--- src/rtl/multiplier_pkg.sv ---
// ============================================================================
//  multiplier_pkg
//  Shared state encoding and constants for the signed shift-add multiplier.
//  Rev 1.0
// ============================================================================
`default_nettype none

package multiplier_pkg;

  typedef enum logic [1:0] {
    IDLE  = 2'd0,
    ADD   = 2'd1,
    SHIFT = 2'd2,
    HOLD  = 2'd3
  } state_t;

  localparam int         MULT_WIDTH = 8;
  localparam int         MULT_STEPS = 8;
  localparam logic [2:0] LAST_STEP  = 3'd7;

endpackage

`default_nettype wire

--- src/rtl/ripple_adder_9.sv ---
// ============================================================================
//  ripple_adder_9
//  9-bit sign-extended add/subtract of S onto A, gated by M; purely combinational.
//  Rev 1.0
// ============================================================================
`default_nettype none

module ripple_adder_9 (
  input  logic [7:0] A,
  input  logic [7:0] SWADD,
  input  logic       M,
  input  logic       cin,
  output logic [7:0] SA,
  output logic       SX
);

  logic [8:0] w_a;
  logic [8:0] w_b;
  logic [8:0] w_s;
  logic [8:0] w_c;

  // With M low the operand and carry-in are both forced to zero, so A passes through.
  assign w_a = {A[7], A};
  assign w_b = {9{M}} & ({SWADD[7], SWADD} ^ {9{cin}});

  always_comb begin
    w_s    = '0;
    w_c    = '0;
    w_c[0] = M & cin;
    for (int i = 0; i < 9; i++) begin
      w_s[i] = w_a[i] ^ w_b[i] ^ w_c[i];
      if (i < 8) begin
        w_c[i+1] = (w_a[i] & w_b[i]) | (w_c[i] & (w_a[i] ^ w_b[i]));
      end
    end
  end

  assign SA = w_s[7:0];
  assign SX = w_s[8];

endmodule

`default_nettype wire

--- src/rtl/multiplier_sequencer.sv ---
// ============================================================================
//  multiplier_sequencer
//  Register/control unit for the 8-bit signed shift-add multiplier.
//  Optional macro MULT_SKIP_ZERO_EN skips ADD steps whose multiplier bit is 0.
//  Rev 1.0
// ============================================================================
`default_nettype none

module multiplier_sequencer
  import multiplier_pkg::*;
#(
  parameter int WIDTH = MULT_WIDTH
) (
  input  logic             Clk,
  input  logic             Reset,
  input  logic             Run,
  input  logic             ClearA_LoadB,
  input  logic [WIDTH-1:0] SW,
  output logic [WIDTH-1:0] Aval,
  output logic [WIDTH-1:0] Bval,
  output logic             X,
  output logic             Done
);

  generate
    if (WIDTH != MULT_WIDTH || MULT_STEPS != 8) begin : g_width_check
      $error("multiplier_sequencer supports only an 8-bit, 8-step datapath");
    end
  endgenerate

  state_t           state_q;
  logic [WIDTH-1:0] a_q;
  logic [WIDTH-1:0] b_q;
  logic [WIDTH-1:0] s_q;
  logic             x_q;
  logic [2:0]       count_q;

  logic             w_last;
  logic             w_m;
  logic [WIDTH-1:0] w_sa;
  logic             w_sx;

  assign w_last = (count_q == LAST_STEP);
  assign w_m    = (state_q == ADD) & b_q[0];

  // The eighth partial product carries negative weight, hence subtract on the last step.
  ripple_adder_9 u_adder (
    .A     (a_q),
    .SWADD (s_q),
    .M     (w_m),
    .cin   (w_last),
    .SA    (w_sa),
    .SX    (w_sx)
  );

  always_ff @(posedge Clk or posedge Reset) begin
    if (Reset) begin
      state_q <= IDLE;
      a_q     <= '0;
      b_q     <= '0;
      s_q     <= '0;
      x_q     <= 1'b0;
      count_q <= '0;
    end else begin
      case (state_q)
        IDLE: begin
          if (Run) begin
            s_q     <= SW;
            a_q     <= '0;
            x_q     <= 1'b0;
            count_q <= '0;
`ifdef MULT_SKIP_ZERO_EN
            state_q <= b_q[0] ? ADD : SHIFT;
`else
            state_q <= ADD;
`endif
          end else if (ClearA_LoadB) begin
            b_q <= SW;
            a_q <= '0;
            x_q <= 1'b0;
          end
        end
        ADD: begin
          x_q     <= w_sx;
          a_q     <= w_sa;
          state_q <= SHIFT;
        end
        SHIFT: begin
          a_q     <= {x_q, a_q[WIDTH-1:1]};
          b_q     <= {a_q[0], b_q[WIDTH-1:1]};
          count_q <= count_q + 3'd1;
          if (w_last) begin
            state_q <= HOLD;
          end else begin
`ifdef MULT_SKIP_ZERO_EN
            // b_q[1] becomes the multiplier bit once this shift lands.
            state_q <= b_q[1] ? ADD : SHIFT;
`else
            state_q <= ADD;
`endif
          end
        end
        HOLD: begin
          if (!Run) begin
            state_q <= IDLE;
          end
        end
        default: state_q <= IDLE;
      endcase
    end
  end

  assign Aval = a_q;
  assign Bval = b_q;
  assign X    = x_q;
  assign Done = (state_q == HOLD);

endmodule

`default_nettype wire

--- config.mk ---
export PLATFORM = sky130hd
export DESIGN_NAME = multiplier_sequencer
export DESIGN_NICKNAME = d
export VERILOG_FILES = /design/src/rtl/multiplier_pkg.sv /design/src/rtl/ripple_adder_9.sv /design/src/rtl/multiplier_sequencer.sv
export SDC_FILE = /design/constraint.sdc
export NUM_CORES = 1
export LEC_CHECK = 0
export ABC_AREA = 0
export CAP_MARGIN = 20
export CORE_ASPECT_RATIO = 0.75
export CORE_MARGIN = 1
export CORE_UTILIZATION = 53
export DETAILED_ROUTE_END_ITERATION = 8
export PLACE_DENSITY = 0.77
export SLEW_MARGIN = 30
export SYNTH_ARGS = -nofsm -noshare
export SYNTH_HDL_FRONTEND = slang
export SYNTH_SLANG_ARGS = --single-unit
--- constraint.sdc ---
create_clock -name Clk -period 5.3 [get_ports Clk]
set_input_delay 0.53 -clock Clk [delete_from_list [all_inputs] [get_ports Clk]]
set_output_delay 0.53 -clock Clk [all_outputs]
set_load 0.01 [all_outputs]
==> run_results.csv <==
group,metric,value,unit
cells_and_area,fill_cells,249,
power_and_ir_drop,vdd_ir_drop_max,0.337,mV
route,drt-total-wl,3.62,mm
floorplan,start_util,55.4,%
sta,slew_headroom,38.6,%
sta,timing.fmax,205,MHz
run_status,status,"completed",
sta,setup_viol,0,
sta,hold_viol,0,
logic_synthesis,synthesis.nets,186,
logic_synthesis,syn_inst,160,
grt,grt_pass1_vias,1302,
worst_setup_path,crit_arrival,5.01,ns
clocking,cts_resized,0,
cells_and_area,mostFrequentLayoutCells,"dfrtp_1 (30), clkdlybuf4s50_1 (29), mux2_2 (24), inv_1 (19), nand2_1 (12)",
route,route.detailed.drc,0,
clocking,h-tree-depth,2,
cells_and_area,final_common_cell,"dfrtp_1",
place,io_buffers,29,
power_and_ir_drop,leakage,0.000948,µW
grt,grt_max_degree,31,
worst_setup_path,critPathCaptureType,"register",
grt,antenna_found_initial,0,
clocking,clock_path_buffers,2,
floorplan,die_area,3680,µm²
clocking,cts_buffers,5,
sta,holdWs,0.495,ns
route,vias_per_cell,5.54,
logic_synthesis,ys_warn_count,0,
route,drtAntennaViolNets,0,
run,maxCapViolations,0,
floorplan,rows,18,
route,first_pass_iters,4,
grt,grt_pass1_wl,6.22,mm
clocking,cts.root.buffer_cell,"clkbuf_8",
logic_synthesis,synth.cell_area,1820,µm²
clocking,clk_latency,0.28,ns
worst_setup_path,crit_type,"register to register",
clocking,cts_tree,"built",
grt,track_usage,23.1,%
sta,min_period,4.87,ns
floorplan,io_pins,30,
place,gp_congestion,0.854,
floorplan,die_height,52.8,µm
logic_synthesis,ys_ff_latch,30,
sta,final_max_slew_viol_count,0,
floorplan,die-width,69.7,µm
power_and_ir_drop,powerDensity,550,nW/µm²
floorplan,core_area,3290,µm²
worst_setup_path,critPathMaxFanout,11,
route,wl_per_cell,15.7,µm
sta,finalCritPeriodShare,91.9,%
route,drtIter0Drc,111,
logic_synthesis,ys_seq_area_share,41.2,%
min_path,hold_class,"register to register",
logic_synthesis,ys_types,26,
cells_and_area,antenna_cells,0,
worst_setup_path,required,5.44,ns
sta,tightest_slew,0.921,ns
logic_synthesis,syn_area_per_cell,11.4,µm²
clocking,postCtsHoldBufs,0,
sta,rsz0062_at_grt,"false",
place,hpwlAfterDp,2.64,mm
grt,grt_overflow,0,
cells_and_area,drive_gt1_share,18.9,%
clocking,clk_pin_slew,0.06,ns
cells_and_area,synthToLayoutAreaGrowth,21.2,%
cells_and_area,fin_nets,215,
clocking,post_cts_buffers,0,
sta,fin_skew,0.00399,ns
worst_setup_path,start_kind,"register",
clocking,cts_num_sinks,30,
route,vias,1274,
sta,setup_tns,0,ns
-- report_power, final --
| part | leakage, µW | internal (µW) | total (µW) | switching, µW |
|---|---|---|---|---|
| logic | 0.000523 | 307 | 611 | 304 |
| clock network | 0.0000482 | 105 | 189 | 84.9 |
| registers | 0.000376 | 329 | 412 | 82.5 |
-- critical path, stage by stage, from the launching register on --
cell	delay (ns)
dfrtp_1	0.42
inv_1	0.09
ha_1	0.41
and2_1	0.36
nand2_1	0.12
fa_1	0.42
fa_1	0.39
fa_1	0.40
fa_1	0.40
fa_1	0.38
fa_1	0.36
inv_1	0.08
fa_1	0.18
fa_1	0.42
a22oi_1	0.20
o31ai_1	0.09
-- final cells by class --
class | count | area (µm²) | share of cell area [%]
Timing Repair Buffer | 30 | 298 | 13.5
Clock inverter | 1 | 5.00 | 0.227
Clock buffer | 7 | 86.3 | 3.91
Sequential cell | 30 | 751 | 34.0
Inverter | 20 | 75.1 | 3.40
Tap cell | 40 | 50.0 | 2.27
Multi-Input combinational cell | 102 | 941 | 42.7
-- state kept, by name, summed over array words and instances, names as in the netlist --
name and count:
Aval 8, s_q 8, count_q 3, X 1
Bval 8, state_q 2
-- cell usage after synthesis --
cell type	count	area [µm²]
ha_1	6	75.1
mux2i_1	2	20.0
dfrtp_1	30	751
nor2_1	4	15.0
nand2b_1	1	6.26
xor2_1	8	70.1
a32o_1	2	20.0
o21ai_1	1	5.00
buf_6	1	11.3
o22ai_4	1	20.0
clkbuf_1	2	7.51
nand2_1	12	45.0
mux2_2	24	270
buf_2	1	5.00
buf_4	4	30.0
nor3b_4	1	18.8
a21oi_1	1	5.00
a31oi_1	1	6.26
inv_1	20	75.1
nand2b_4	1	13.8
a211oi_1	1	7.51
o21ai_0	10	50.1
a22oi_1	8	60.1
and2_1	2	12.5
o31ai_1	8	60.1
fa_1	8	160
-- cells by family (layout without fill, tap and decap cells) --
kind of cell,count (synthesis),count (layout),share of synthesized area [%]
adder cells (fa/ha/maj),14,14,12.9
XOR/XNOR,8,8,3.85
AO/OA/AOI/OAI,33,33,12.9
buffers and inverters,28,58,7.08
AND/OR/NAND/NOR,21,21,6.12
multiplexers,26,26,15.9
flip-flops,30,30,41.2
-- worst paths after layout --
kind                            startpoint         end  slack, ns  cells past startpoint
worst min register to register  count_q[1]  count_q[1]       0.50                      1
min in group asynchronous            Reset     Bval[0]       0.65                      2
max in group asynchronous            Reset      s_q[5]       4.23                      2
worst max register to register  state_q[1]     Aval[7]       0.43                     15
worst min-delay path            count_q[1]  count_q[1]       0.50                      1
worst max-delay path            state_q[1]     Aval[7]       0.43                     15
-- metal layers --
layer	vias to the layer above	track usage (%)	wire, µm
met4	0	11.3	56
li1	598	-	-
met5	-	0	0
met3	7	7.12	183
met2	35	36.1	1740
met1	634	29.7	1640
-- metrics by stage --
stage	total power, µW	setup slack (ns)	instances	util (%)	instance area [µm²]
after detailed placement	1030	0.468	222	64.3	2110
after global routing	1310	0.170	230	67.1	2210
final	1210	0.430	230	67.1	2210
after global placement	1000	0.639	222	64.3	2110
after CTS	1220	0.462	230	67.1	2210
after floorplan	818	0.878	160	-	1820
Note: power is estimated with default switching activity, not from simulation.
